## config.mk

```make
export PLATFORM = sky130hd
export DESIGN_NAME = amul_pipe_unsigned
export DESIGN_NICKNAME = d
export VERILOG_FILES = /design/src/rtl/amul_pkg.sv /design/src/rtl/amul_pipe_stage.sv /design/src/rtl/amul_pipe_unsigned.sv
export SDC_FILE = /design/constraint.sdc
export NUM_CORES = 1
export LEC_CHECK = 0
export BUFFER_PORTS_ARGS = -buffer_cell sky130_fd_sc_hd__buf_2
export CAP_MARGIN = 20
export CORE_MARGIN = 2
export CORE_UTILIZATION = 35
export DETAILED_ROUTE_END_ITERATION = 8
export HOLD_SLACK_MARGIN = 0.06
export PLACE_DENSITY_LB_ADDON = 0.08
export REMOVE_ABC_BUFFERS = 1
export SYNTH_ARGS = -nofsm -noshare
export SYNTH_HDL_FRONTEND = slang
export SYNTH_HIERARCHICAL = 1
export SYNTH_SLANG_ARGS = --single-unit
```

## constraint.sdc

```tcl
create_clock -name clk -period 15.65 [get_ports clk]
set_clock_uncertainty 0.05 [all_clocks]
set_input_delay 1.565 -clock clk [delete_from_list [all_inputs] [get_ports clk]]
set_output_delay 1.565 -clock clk [all_outputs]
set_load 0.005 [all_outputs]
```

## src/rtl/amul_pkg.sv

```systemverilog
// Shared helpers for the amul_pipe_unsigned approximate multiplier:
// per-row column masks, the compensation constant and parameter legality.
package amul_pkg;

    // Column mask for approximated row 'row': bit j is set when the partial
    // product x[row]&y[j] lands in a kept column (row + j >= trunc_col).
    function automatic logic [31:0] col_mask(input int row, input int w, input int trunc_col);
        logic [31:0] m;
        m = '0;
        for (int j = 0; j < 32; j++) begin
            if ((j < w) && (row + j >= trunc_col)) begin
                m[j] = 1'b1;
            end
        end
        return m;
    endfunction

    // Bias that recentres the truncation error: half of the lowest kept column.
    function automatic logic [63:0] comp_const(input int trunc_col);
        logic [63:0] c;
        c = '0;
        if (trunc_col > 0) begin
            c = 64'd1 << (trunc_col - 1);
        end
        return c;
    endfunction

    // Legal parameter space of the multiplier.
    function automatic bit params_legal(input int w, input int l, input int trunc_col);
        return (w >= 4) && (w <= 32) && (l >= 0) && (l <= w) &&
               (trunc_col >= 0) && (trunc_col <= 2 * w - 1);
    endfunction

endpackage

```

## src/rtl/amul_pipe_stage.sv

```systemverilog
// Generic data + valid register slice with load enable. The valid bit is
// always reset; the data word is cleared on reset only when CLR_DATA is set.
module amul_pipe_stage #(
    parameter int DW       = 8,
    parameter bit CLR_DATA = 1'b0
) (
    input  logic          clk,
    input  logic          rst,
    input  logic          load,
    input  logic          vld_in,
    input  logic [DW-1:0] data_in,
    output logic          vld,
    output logic [DW-1:0] data
);

    // Valid bit follows the upstream valid whenever the slice loads.
    always_ff @(posedge clk) begin
        if (rst) begin
            vld <= 1'b0;
        end else if (load) begin
            vld <= vld_in;
        end
    end

    if (CLR_DATA) begin : g_data_clr
        // Data word with reset clear, used where the output must read zero.
        always_ff @(posedge clk) begin
            if (rst) begin
                data <= '0;
            end else if (load) begin
                data <= data_in;
            end
        end
    end else begin : g_data_plain
        // Data word without reset; only meaningful while vld is high.
        always_ff @(posedge clk) begin
            if (load) begin
                data <= data_in;
            end
        end
    end

endmodule

```

## src/rtl/amul_pipe_unsigned.sv

```systemverilog
// Pipelined unsigned approximate multiplier with per-transaction exact mode
// and valid/ready streaming, 3-cycle latency, 1 result per cycle.
// Rows x[L-1:0] keep only product columns >= TRUNC_COL in approximate mode.
// Optional build macro AMUL_COMP_EN adds 2^(TRUNC_COL-1) (saturating) to
// approximate results in the final stage.
module amul_pipe_unsigned
    import amul_pkg::*;
#(
    parameter int W         = 8,
    parameter int L         = 6,
    parameter int TRUNC_COL = 8
) (
    input  logic           clk,
    input  logic           rst,
    input  logic           in_valid,
    output logic           in_ready,
    input  logic [W-1:0]   x,
    input  logic [W-1:0]   y,
    input  logic           exact,
    output logic           out_valid,
    input  logic           out_ready,
    output logic [2*W-1:0] z,
    output logic           out_exact
);

    localparam int PW = 2 * W;

    if (!params_legal(W, L, TRUNC_COL)) begin : g_param_check
        $error("amul_pipe_unsigned: illegal W/L/TRUNC_COL combination");
    end

    logic vld_p0, vld_p1, vld_p2;
    logic load_p0, load_p1, load_p2;

    // A stage loads when empty or when its current contents move on.
    assign load_p2  = !vld_p2 || out_ready;
    assign load_p1  = !vld_p1 || load_p2;
    assign load_p0  = !vld_p0 || load_p1;
    assign in_ready = load_p0;

    // ---- S1: register operands and mode ----
    logic [PW:0]  s0_q;
    logic [W-1:0] x_p0, y_p0;
    logic         exact_p0;

    amul_pipe_stage #(.DW(PW + 1), .CLR_DATA(1'b0)) u_stage_s1 (
        .clk     (clk),
        .rst     (rst),
        .load    (load_p0),
        .vld_in  (in_valid),
        .data_in ({exact, y, x}),
        .vld     (vld_p0),
        .data    (s0_q)
    );
    assign {exact_p0, y_p0, x_p0} = s0_q;

    // ---- S2: partial-product rows, high and low sums ----
    logic [PW-1:0] pp_row [W];
    logic [PW-1:0] hi_c, lo_c;

    for (genvar gi = 0; gi < W; gi++) begin : g_row
        logic [W-1:0] y_sel;
        if (gi < L) begin : g_approx
            localparam logic [31:0] ROW_MASK = col_mask(gi, W, TRUNC_COL);
            assign y_sel = exact_p0 ? y_p0 : (y_p0 & ROW_MASK[W-1:0]);
        end else begin : g_exact
            assign y_sel = y_p0;
        end
        assign pp_row[gi] = x_p0[gi] ? ({{W{1'b0}}, y_sel} << gi) : '0;
    end

    // Rows at and above L form hi, the (masked) rows below L form lo.
    always_comb begin
        hi_c = '0;
        lo_c = '0;
        for (int i = 0; i < W; i++) begin
            if (i >= L) begin
                hi_c = hi_c + pp_row[i];
            end else begin
                lo_c = lo_c + pp_row[i];
            end
        end
    end

    logic [2*PW:0] s1_q;
    logic [PW-1:0] hi_p1, lo_p1;
    logic          exact_p1;

    amul_pipe_stage #(.DW(2 * PW + 1), .CLR_DATA(1'b0)) u_stage_s2 (
        .clk     (clk),
        .rst     (rst),
        .load    (load_p1),
        .vld_in  (vld_p0),
        .data_in ({exact_p0, lo_c, hi_c}),
        .vld     (vld_p1),
        .data    (s1_q)
    );
    assign {exact_p1, lo_p1, hi_p1} = s1_q;

    // ---- S3: final add (optionally compensated) ----
    logic [PW-1:0] z_c;

`ifdef AMUL_COMP_EN
    localparam logic [63:0]   COMP64  = comp_const(TRUNC_COL);
    localparam logic [PW-1:0] COMP    = COMP64[PW-1:0];
    localparam bit            COMP_ON = (L > 0) && (TRUNC_COL > 0);

    function automatic logic [PW-1:0] sat_add(input logic [PW-1:0] a, input logic [PW-1:0] b);
        logic [PW:0] s;
        s = {1'b0, a} + {1'b0, b};
        return s[PW] ? {PW{1'b1}} : s[PW-1:0];
    endfunction

    // Approximate results get the bias; exact results pass through untouched.
    always_comb begin
        z_c = hi_p1 + lo_p1;
        if (COMP_ON && !exact_p1) begin
            z_c = sat_add(hi_p1 + lo_p1, COMP);
        end
    end
`else
    assign z_c = hi_p1 + lo_p1;
`endif

    logic [PW:0] s2_q;

    amul_pipe_stage #(.DW(PW + 1), .CLR_DATA(1'b1)) u_stage_s3 (
        .clk     (clk),
        .rst     (rst),
        .load    (load_p2),
        .vld_in  (vld_p1),
        .data_in ({exact_p1, z_c}),
        .vld     (vld_p2),
        .data    (s2_q)
    );
    assign {out_exact, z} = s2_q;
    assign out_valid      = vld_p2;

endmodule

```

==> impl_metrics.csv, run 1 <==
group,metric,value,unit
clock_network,cts_hold_buf,0,
clock_network,cts_tree,"done",
flow_run,maxCapViolCount,0,
routing,viasPerCell,4.809,
sta,tns,0,ns
synthesis,synth_top_area_frac,0.3079,
synthesis,synth-seq-cells,70,
die,fp.dieArea,0.01489,mm^2
routing,wl_per_cell,13.34,um
synthesis,yosysUniqueCellTypes,46,
sta,fmax,0.1788,GHz
synthesis,yosys_warnings,6,
power,power.density,119.8,mW/mm^2
clock_network,clockBufferDepth,2,
worst_setup_path,cp_cell_sequence,"and3_1 -> ha_1 -> inv_1 -> fa_1 -> nor2b_1 -> o21a_1 -> o21ai_1 -> a211oi_1 -> fa_1 -> fa_1 -> inv_1 -> fa_1 -> inv_1 -> ha_1 -> nand3_1 -> o211ai_1 -> o21a_1 -> o22ai_1 -> xnor2_1",
clock_network,path_clk_slew,0.06,ns
synthesis,syn_inst,455,
cells_and_area,syn2layout_area_growth,14.47,%
die,die_w,122.0,um
global_route,antenna_found_initial,0,
cells_and_area,final_nets,598,
worst_setup_path,crit_type,"register to register",
worst_setup_path,critPathMaxFanout,34,
worst_setup_path,critical_path.startpoint_type,"register",
sta,period_share,0.3574,
routing,vias,3318,
synthesis,async_flop_share,0,
die,dieHeight,122.0,um
synthesis,synth_flop_cell,"edfxtp_1",
power,p_leak,0.002699,uW
sta,timing.slew.headroom,0.4557,
power,irDropWorstVdd,46.64,uV
die,io_pins,40,
synthesis,syn_area,0.004876,mm^2
die,design.core.area,0.01372,mm^2
cells_and_area,drive_gt1_frac,0.1235,
outcome,status,"complete, no violations",
clock_network,cts_sinks,70,
clock_network,numCtsBuffers,9,
synthesis,synth_top_area_cell,"edfxtp_1",
place,dp_hpwl,7.069,mm
clock_network,ctsRootBufferMaster,"clkbuf_16",
clock_network,h-tree-depth,3,
global_route,grt_use_total,0.1356,
routing,route.detailed.drc,0,
global_route,grt_pass1_vias,3328,
die,rows,43,
clock_network,cts_post_setup_buffers_inserted,0,
place,place_congestion,0.7539,
worst_setup_path,worst_path_most_repeated_cell,"fa_1",
worst_setup_path,endpoint_kind,"register",
cells_and_area,stdcell_area,0.005582,mm^2
sta,rsz0062_at_grt,"no",
place,place_area,0.005273,mm^2
routing,ant_nets,0,
sta,period_needed,5.593,ns
global_route,globalRouteOverflowTotal,0,
worst_setup_path,crit_path_max_incr_delay,0.88,ns
clock_network,post_cts_resized,0,
sta,finalMaxSlewViolations,0,
sta,worst_pin_slew,0.8164,ns
min_path,hp-class,"register to register",
worst_setup_path,ff2ff_setup_slack,10.06,ns
routing,routed_wl,9.208,mm
synthesis,synthTopCellsByArea,"edfxtp_1 31%, ha_1 12%, fa_1 9.9%",
cells_and_area,n_antenna_cell,0,
global_route,grt_start_max_net_pins,35,
routing,drt_iter0_drc,199,
sta,setup_viol,0,
die,start_util,0.3554,
synthesis,synth_seq_area_share,0.3900,
worst_setup_path,crit_slowest_cell,"edfxtp_1",
synthesis,synth_area_per_cell,10.72,um^2
place,port_buffers,39,
worst_setup_path,crit_arrival,5.63,ns
global_route,grt_pass1_wl,15.57,mm
clock_network,clock_latency,0.34,ns
synthesis,synth_edf_count,50,
worst_setup_path,crit_required,15.69,ns
routing,drtPass1Iterations,4,
sta,hold_viol_final,0,
-- synth_stat cells, drive strengths merged (2+ instances only) --
library cell and instances:
nand2b 5, mux2i 20, nand3 14, ha 48
a21o 7, and2 22, buf 4, nand2 20
edfxtp 50, xor2 10, o21a 5, nor2b 6
o31ai 2, xnor2 20, clkbuf 5, a21oi 17
nor2 39, o211ai 6, inv 36, nor3 6
a221oi 2, nand4 3, fa 24, o21ai 16
and3 28, dfxtp 20, a211oi 10
-- per-stage QoR --
stage          worst slack, ns  std cells  hold slack [ns]  power, uW  utilization
2_1_floorplan            10.63        452           0.4072      417.4            -
3_3_place_gp             10.17        673           0.4163      470.2       0.3843
3_5_place_dp             10.09        673           0.4265      473.0       0.3843
4_1_cts                  10.04        689           0.4407      681.6       0.4057
5_1_grt                  9.617        690           0.4648      722.0       0.4068
6_report                 10.06        690           0.4338      668.5       0.4068
-- worst max-delay path: cells and delay by family (launching register included) --
| family | cells | cell delay (ns) |
|---|---|---|
| adder cells (fa/ha/maj) | 6 | 2.52 |
| AO/OA/AOI/OAI | 6 | 1.07 |
| flip-flops | 1 | 0.88 |
| AND/OR/NAND/NOR | 3 | 0.52 |
| buffers and inverters | 3 | 0.17 |
| XOR/XNOR | 1 | 0.13 |
-- kinds of logic after synthesis --
| kind of cell | after synthesis | share of synthesized area |
|---|---|---|
| muxes | 20 | 0.04106 |
| xor gates and xnor gates | 30 | 0.05389 |
| other | 1 | 0.0007691 |
| and+or+nand+nor | 148 | 0.1555 |
| DFF | 70 | 0.3900 |
| buffers and inverters | 45 | 0.04029 |
| adders and majority gates | 72 | 0.2217 |
| AOI/OAI and AO/OA | 69 | 0.09674 |
-- final cells by class --
class                      instances  area, um^2
timing repair buffer              42       225.2
clock buffer                      12       246.5
clock inverter                     4       47.55
sequential                        70        1902
inverter                          36       135.1
fill                            1343        8138
multi-input combinational        346        2800
tap                              180       225.2
-- state kept, by name, indices dropped and copies added, names as in the netlist --
| register | count |
|---|---|
| u_stage_s1/vld | 1 |
| u_stage_s3/vld | 1 |
| u_stage_s2/vld | 1 |
| u_stage_s3/data | 17 |
| u_stage_s2/data | 33 |
| u_stage_s1/data | 17 |
-- placed cells by master (no fill, tap or decap), types with 2 or more instances in the layout --
| cell | netlist | final |
|---|---|---|
| edfxtp_1 | 50 | 50 |
| ha_1 | 48 | 48 |
| nor2_1 | 39 | 39 |
| buf_2 | 2 | 39 |
| inv_1 | 36 | 36 |
| and3_1 | 28 | 28 |
| fa_1 | 24 | 24 |
| and2_1 | 22 | 22 |
| nand2_1 | 20 | 20 |
| xnor2_1 | 20 | 20 |
| mux2i_1 | 20 | 20 |
| dfxtp_1 | 20 | 20 |
| a21oi_1 | 15 | 15 |
| nand3_1 | 14 | 14 |
| xor2_1 | 10 | 10 |
| a211oi_1 | 9 | 9 |
| clkbuf_16 | 0 | 9 |
| o21ai_1 | 8 | 8 |
| o21ai_0 | 7 | 7 |
| a21o_1 | 7 | 7 |
| conb_1 | 1 | 7 |
| nor2b_1 | 6 | 6 |
| nor3_1 | 6 | 6 |
| o21a_1 | 5 | 5 |
| nand2b_1 | 5 | 5 |
| o211ai_1 | 4 | 4 |
| nand4_1 | 3 | 3 |
| o31ai_1 | 2 | 2 |
| a21oi_2 | 2 | 2 |
| o211ai_2 | 2 | 2 |
| clkinv_2 | 0 | 2 |
| clkbuf_1 | 4 | 2 |
| buf_4 | 0 | 2 |
-- worst paths after layout --
path,endpoint,from,depth (start not counted)
max,u_stage_s2/data[28]$_DFFE_PP_,u_stage_s1/data[16]$_DFFE_PP_,19
min,u_stage_s3/data[4]$_SDFFE_PP0P_,u_stage_s3/data[4]$_SDFFE_PP0P_,2
max reg2reg,u_stage_s2/data[28]$_DFFE_PP_,u_stage_s1/data[16]$_DFFE_PP_,19
min reg2reg,u_stage_s3/data[4]$_SDFFE_PP0P_,u_stage_s3/data[4]$_SDFFE_PP0P_,2
-- power by group --
| part | internal (uW) | switching [uW] | total [uW] |
|---|---|---|---|
| Combinational | 98.6 | 116 | 215 |
| Clock | 127 | 75.3 | 202 |
| Sequential | 234 | 17.4 | 251 |
-- layer usage --
| layer | vias up | share of wire | global-route usage |
|---|---|---|---|
| met5 | - | 0 | 0 |
| met4 | 0 | 0.018 | 0.05819 |
| met3 | 13 | 0.040 | 0.03277 |
| met2 | 65 | 0.47 | 0.2214 |
| met1 | 1538 | 0.47 | 0.1711 |
| li1 | 1702 | - | - |
(Power assumes the default switching activity.)
==> run 2, diff against run 1 <==
==> constraint.sdc (replaced) <==
create_clock -name clk -period 4.8 [get_ports clk]
set_clock_uncertainty 0.05 [all_clocks]
set_input_delay 0.48 -clock clk [delete_from_list [all_inputs] [get_ports clk]]
set_output_delay 0.48 -clock clk [all_outputs]
set_load 0.005 [all_outputs]
==> run 2 against run 1 <==
Against the previous run:
- final cell count increased by 4.9%
- hold slack got worse by 0.18 ns
- maximum frequency rose by 19%
- sequential cell count stayed put
- setup slack worse by 10 ns
- combinational power rose to 3.7 times the previous value
- register-to-register slack got worse by 10 ns
- sequential share of layout area fell by 2.8 points
- sequential power grew to 3.2 times the previous value
- cell area is 9.1% higher
==> impl_metrics.csv, run 2 (synthesized netlist as in run 1, its figures left out) <==
group,metric,value,unit
clock_network,clockBufferDepth,2,
routing,route.detailed.drc,0,
worst_setup_path,r2r-start,"u_stage_s1/data[16]$_DFFE_PP_",
die,dieHeight,122.0,um
routing,vias,3468,
worst_setup_path,crit_required,4.84,ns
clock_network,numCtsBuffers,9,
clock_network,cts_tree,"done",
routing,wl_per_cell,13.50,um
global_route,grt_pass1_wl,16.13,mm
min_path,worstHoldStart,"y[2]",
worst_setup_path,critPathMaxFanout,7,
routing,viasPerCell,4.790,
global_route,grt_start_max_net_pins,35,
worst_setup_path,endpoint_kind,"register",
cells_and_area,n_antenna_cell,0,
place,place_congestion,0.8015,
power,p_leak,0.002910,uW
place,dp_hpwl,7.328,mm
sta,rsz0062_at_grt,"yes",
sta,setup_slack,0.08463,ns
sta,fmax,0.2121,GHz
power,power.density,377.0,mW/mm^2
cells_and_area,seqCellArea,0.001902,mm^2
clock_network,cts_sinks,70,
sta,finalMaxSlewViolations,0,
cells_and_area,multi_input_area,0.003038,mm^2
die,die_w,122.0,um
global_route,globalRouteOverflowTotal,0,
cells_and_area,largest_reg_flops,33,
clock_network,h-tree-depth,3,
cells_and_area,syn2layout_area_growth,24.92,%
place,port_buffers,39,
min_path,hp-class,"primary input to register",
global_route,grt_use_total,0.1404,
place,place_ws,-0.2310,ns
outcome,status,"complete, no violations",
cells_and_area,final_nets,632,
cells_and_area,layout_commonest_cell,"edfxtp_1",
cells_and_area,reg_top3,"u_stage_s2/data (33), u_stage_s1/data (17), u_stage_s3/data (17)",
sta,hold_viol_final,0,
worst_setup_path,ff2ff_setup_slack,0.08,ns
global_route,antenna_found_initial,0,
die,rows,43,
clock_network,path_clk_slew,0.06,ns
routing,routed_wl,9.776,mm
worst_setup_path,crit_arrival,4.76,ns
routing,drt_iter0_drc,179,
routing,ant_nets,0,
routing,drtPass1Iterations,4,
sta,period_needed,4.715,ns
sta,period_share,0.9824,
cells_and_area,drive_gt1_frac,0.2555,
cells_and_area,nFillCells,1347,
clock_network,cts_hold_buf,0,
flow_run,maxCapViolCount,0,
worst_setup_path,crit_type,"register to register",
die,fp.dieArea,0.01489,mm^2
cells_and_area,fin_util,0.4440,
clock_network,clock_latency,0.35,ns
power,irDropWorstVdd,235.6,uV
global_route,grt_pass1_vias,3462,
worst_setup_path,critical_path.startpoint_type,"register",
die,start_util,0.3554,
clock_network,ctsRootBufferMaster,"clkbuf_16",
sta,setup_viol,0,
min_path,hold_depth,1,
cells_and_area,final_cell_mix,"50 x edfxtp_1, 40 x ha_1, 40 x buf_2",
cells_and_area,regMostFlops,"u_stage_s2/data",
die,design.core.area,0.01372,mm^2
die,io_pins,40,
worst_setup_path,r2r-end,"u_stage_s2/data[29]$_DFFE_PP_",
min_path,holdPathEnd,"u_stage_s1/data[10]$_DFFE_PP_",
worst_setup_path,rr_worst_depth,21,
[run 2: power breakdown]
part	switching [uW]	leakage, uW	internal (uW)
Sequential	48.0	0.000711	762
Combinational	424	0.00206	378
Clock	276	0.000143	408
[run 2: worst max path at each step]
stage                                                to  slack [ns]  cells past startpoint                           from
after floorplan           u_stage_s2/data[28]$_DFFE_PP_       -0.22                     19  u_stage_s1/data[16]$_DFFE_PP_
after global placement    u_stage_s2/data[28]$_DFFE_PP_       -0.11                     20  u_stage_s1/data[16]$_DFFE_PP_
after detailed placement  u_stage_s2/data[29]$_DFFE_PP_       -0.23                     17  u_stage_s1/data[16]$_DFFE_PP_
after CTS                 u_stage_s2/data[29]$_DFFE_PP_       0.001                     21  u_stage_s1/data[16]$_DFFE_PP_
after global routing      u_stage_s2/data[29]$_DFFE_PP_       -0.16                     21  u_stage_s1/data[16]$_DFFE_PP_
final                     u_stage_s2/data[29]$_DFFE_PP_        0.08                     21  u_stage_s1/data[16]$_DFFE_PP_
[run 2: repair_timing]
item / in CTS / in global routing
gates cloned: 1 / 0
endpoints found under the setup margin: 5 / 6
pin swaps: 37 / 25
gates resized for setup: 24 / 26
setup buffers: 4 / 2
[run 2: stage by stage]
stage	hold slack (ns)	power (uW)	cell area [um^2]	setup TNS, ns	std cells
2_1_floorplan	0.4072	1361	4837	-0.7389	452
3_3_place_gp	0.4164	1557	5483	-0.2937	701
3_5_place_dp	0.4315	1568	5483	-0.4811	701
4_1_cts	0.2430	2296	5904	0	721
5_1_grt	0.2407	2471	6091	-0.6058	724
6_report	0.2584	2296	6091	0	724
[run 2: worst max-delay path, cell delays in order (launching register included)]
cell       delay (ns)
edfxtp_1         0.46
and3_4           0.24
ha_4             0.13
inv_2            0.03
fa_2             0.34
nor2b_1          0.11
o21a_1           0.15
nor2_1           0.06
xnor2_1          0.20
fa_1             0.47
fa_1             0.49
inv_1            0.05
fa_1             0.43
inv_1            0.07
ha_2             0.18
inv_2            0.04
fa_2             0.36
nor2b_4          0.14
o2111ai_2        0.14
nand3_2          0.11
o31ai_4          0.08
xnor2_1          0.14
[run 2: area by class of cell]
type,count,area share
sequential,70,0.3122
tap,180,0.03698
clock inverter,7,0.01315
clock buffer,9,0.03698
multi-input combinational,346,0.4988
inverter,36,0.02219
timing repair buffer,76,0.07970
[run 2: metal layers]
layer  part of all wire  track usage
met5                  0            0
met4              0.028      0.05963
met3              0.037      0.04401
met2               0.48       0.2245
met1               0.46       0.1753
==> run 3, diff against run 2 <==
==> constraint.sdc (replaced) <==
create_clock -name clk -period 3.9 [get_ports clk]
set_clock_uncertainty 0.05 [all_clocks]
set_input_delay 0.39 -clock clk [delete_from_list [all_inputs] [get_ports clk]]
set_output_delay 0.39 -clock clk [all_outputs]
set_load 0.005 [all_outputs]
==> run 3 against run 2 <==
Against the previous run:
- the run now ends with negative setup slack left
- cell area increased by 3.4%
- critical path depth shrank 2
- hold slack worse by 0.084 ns
- largest cell class unchanged
- largest power group is now combinational logic
==> impl_metrics.csv, run 3 (synthesized netlist as in run 1, its figures left out) <==
group,metric,value,unit
outcome,status,"complete, but fails checks",
outcome,violations,"negative setup slack",
power,p_leak,0.002989,uW
die,die_w,122.0,um
worst_setup_path,crit_arrival,4.82,ns
routing,viasPerCell,4.816,
clock_network,numCtsBuffers,9,
sta,period_share,1.225,
global_route,grt.busiest_layer,"met2",
cells_and_area,reg_top3,"u_stage_s2/data (33), u_stage_s1/data (17), u_stage_s3/data (17)",
global_route,grt_util_met3,0.04401,
cells_and_area,stdcell_area,0.006297,mm^2
clock_network,clock_latency,0.34,ns
routing,wl_per_cell,13.51,um
cells_and_area,final_nets,649,
power,irDropWorstVdd,242.2,uV
routing,routed_wl,10.01,mm
global_route,globalRouteOverflowTotal,0,
sta,rsz0062_at_grt,"yes",
worst_setup_path,crit_slowest_cell,"fa_1",
clock_network,ctsRootBufferMaster,"clkbuf_16",
sta,tns,-6.389,ns
sta,hold_viol_final,0,
worst_setup_path,cp_cell_sequence,"and3_4 -> ha_4 -> inv_2 -> fa_2 -> nor2b_1 -> o21a_1 -> o21ai_2 -> buf_4 -> a211oi_4 -> fa_1 -> fa_1 -> fa_1 -> ha_4 -> buf_6 -> nand3_2 -> o211ai_1 -> o21a_1 -> o22ai_2 -> xnor2_1",
sta,period_needed,4.776,ns
worst_setup_path,path_depth,19,
sta,setup_viol,9,
power,power.density,452.0,mW/mm^2
worst_setup_path,rr_worst_depth,19,
worst_setup_path,crit_required,3.94,ns
worst_setup_path,crit_type,"register to register",
worst_setup_path,worst_path_most_repeated_cell,"fa_1",
worst_setup_path,critical_path.startpoint_type,"register",
global_route,grt_start_max_net_pins,35,
cells_and_area,syn2layout_area_growth,29.15,%
worst_setup_path,endpoint_kind,"register",
place,port_buffers,39,
sta,fmax,0.2094,GHz
global_route,met1_usage,0.1754,
clock_network,cts_sinks,70,
place,dp_hpwl,7.492,mm
die,rows,43,
place,place_congestion,0.7895,
clock_network,cts_tree,"done",
sta,whs,0.1742,ns
flow_run,maxCapViolCount,0,
power,power,2846,uW
sta,finalMaxSlewViolations,0,
die,fp.dieArea,0.01489,mm^2
place,place_area,0.005558,mm^2
clock_network,clockBufferDepth,2,
cells_and_area,n_antenna_cell,0,
routing,route.detailed.drc,0,
worst_setup_path,ff2ff_setup_slack,-0.88,ns
worst_setup_path,r2r-start,"u_stage_s1/data[16]$_DFFE_PP_",
global_route,grt_use_total,0.1465,
global_route,grt_pass1_wl,16.97,mm
worst_setup_path,cp_num_buf_inv,3,
clock_network,cts_hold_buf,0,
worst_setup_path,crit_start,"u_stage_s1/data[16]$_DFFE_PP_",
cells_and_area,layout_commonest_cell,"edfxtp_1",
worst_setup_path,crit_path_max_incr_delay,0.54,ns
routing,drt_iter0_drc,182,
routing,ant_nets,0,
die,dieHeight,122.0,um
global_route,grt_pass1_vias,3643,
cells_and_area,drive_gt1_frac,0.2959,
die,design.core.area,0.01372,mm^2
clock_network,path_clk_slew,0.06,ns
global_route,gr-usage-met2,0.2535,
global_route,antenna_found_initial,0,
min_path,hp-class,"primary input to register",
worst_setup_path,r2r-end,"u_stage_s2/data[28]$_DFFE_PP_",
worst_setup_path,crit_path_end,"u_stage_s2/data[28]$_DFFE_PP_",
cells_and_area,nFillCells,1313,
cells_and_area,final_cell_mix,"50 x edfxtp_1, 49 x buf_4, 39 x ha_1, 39 x buf_2, 37 x nor2_1",
cells_and_area,largest_reg_flops,33,
sta,setup_slack,-0.8763,ns
routing,drtPass1Iterations,4,
worst_setup_path,critPathMaxFanout,6,
die,start_util,0.3554,
clock_network,h-tree-depth,3,
routing,vias,3569,
die,io_pins,40,
worst_setup_path,crit_family,"adder cells",
cells_and_area,regMostFlops,"u_stage_s2/data",
==> run 3: where the power goes <==
| group | internal [uW] | switching, uW | leakage (uW) |
|---|---|---|---|
| Clock | 499 | 319 | 0.000139 |
| Sequential | 938 | 57.3 | 0.000711 |
| Combinational | 500 | 532 | 0.00214 |
| Total | 1940 | 909 | 0.00299 |
==> run 3: through the flow <==
stage                 util  cells  setup WS [ns]
floorplan                -    452         -1.116
global placement    0.4051    711         -1.041
detailed placement  0.4051    711         -1.113
CTS                 0.4407    736        -0.8844
global route        0.4590    741         -1.070
finish              0.4590    741        -0.8763
==> run 3: final cells by class <==
type,instances,area [um^2],share of cell area
clock buffers,10,229.0,0.03636
clock inverters,6,71.32,0.01133
inverters,36,135.1,0.02146
multi-input cells,346,3103,0.4927
flip-flops and latches,70,1902,0.3020
well taps,180,225.2,0.03576
repair buffers,93,631.9,0.1003
==> run 3: worst min-delay path by stage <==
stage,from,to,slack (ns),cells after the start
after floorplan,u_stage_s2/data[32]$_DFFE_PP_,u_stage_s3/data[16]$_SDFFE_PP0P_,0.41,2
after global placement,u_stage_s3/data[5]$_SDFFE_PP0P_,u_stage_s3/data[5]$_SDFFE_PP0P_,0.42,2
after detailed placement,u_stage_s3/data[9]$_SDFFE_PP0P_,u_stage_s3/data[9]$_SDFFE_PP0P_,0.43,2
after CTS,x[7],u_stage_s1/data[7]$_DFFE_PP_,0.15,1
after global routing,y[0],u_stage_s1/data[8]$_DFFE_PP_,0.15,1
final,y[7],u_stage_s1/data[15]$_DFFE_PP_,0.17,1
==> run 3: worst register-to-register path: stages, from the launching register on <==
cell and delay (ns):
edfxtp_1 0.45, and3_4 0.24, ha_4 0.14, inv_2 0.03
fa_2 0.34, nor2b_1 0.13, o21a_1 0.15, o21ai_2 0.09
buf_4 0.15, a211oi_4 0.21, fa_1 0.47, fa_1 0.49
fa_1 0.54, ha_4 0.30, buf_6 0.09, nand3_2 0.05
o211ai_1 0.21, o21a_1 0.22, o22ai_2 0.09, xnor2_1 0.12
==> run 3: routing by layer <==
layer,share of wire,vias up,wire [um]
met5,0,-,0
met4,0.017,0,171
met3,0.036,15,361
met2,0.50,54,4973
met1,0.45,1695,4504
li1,-,1805,-
==> run 3: repair_timing <==
| action | CTS | global route |
|---|---|---|
| setup endpoints to repair | 10 | 10 |
| setup buffers | 10 | 6 |
| gates resized for setup | 30 | 37 |
| pin swaps | 39 | 38 |
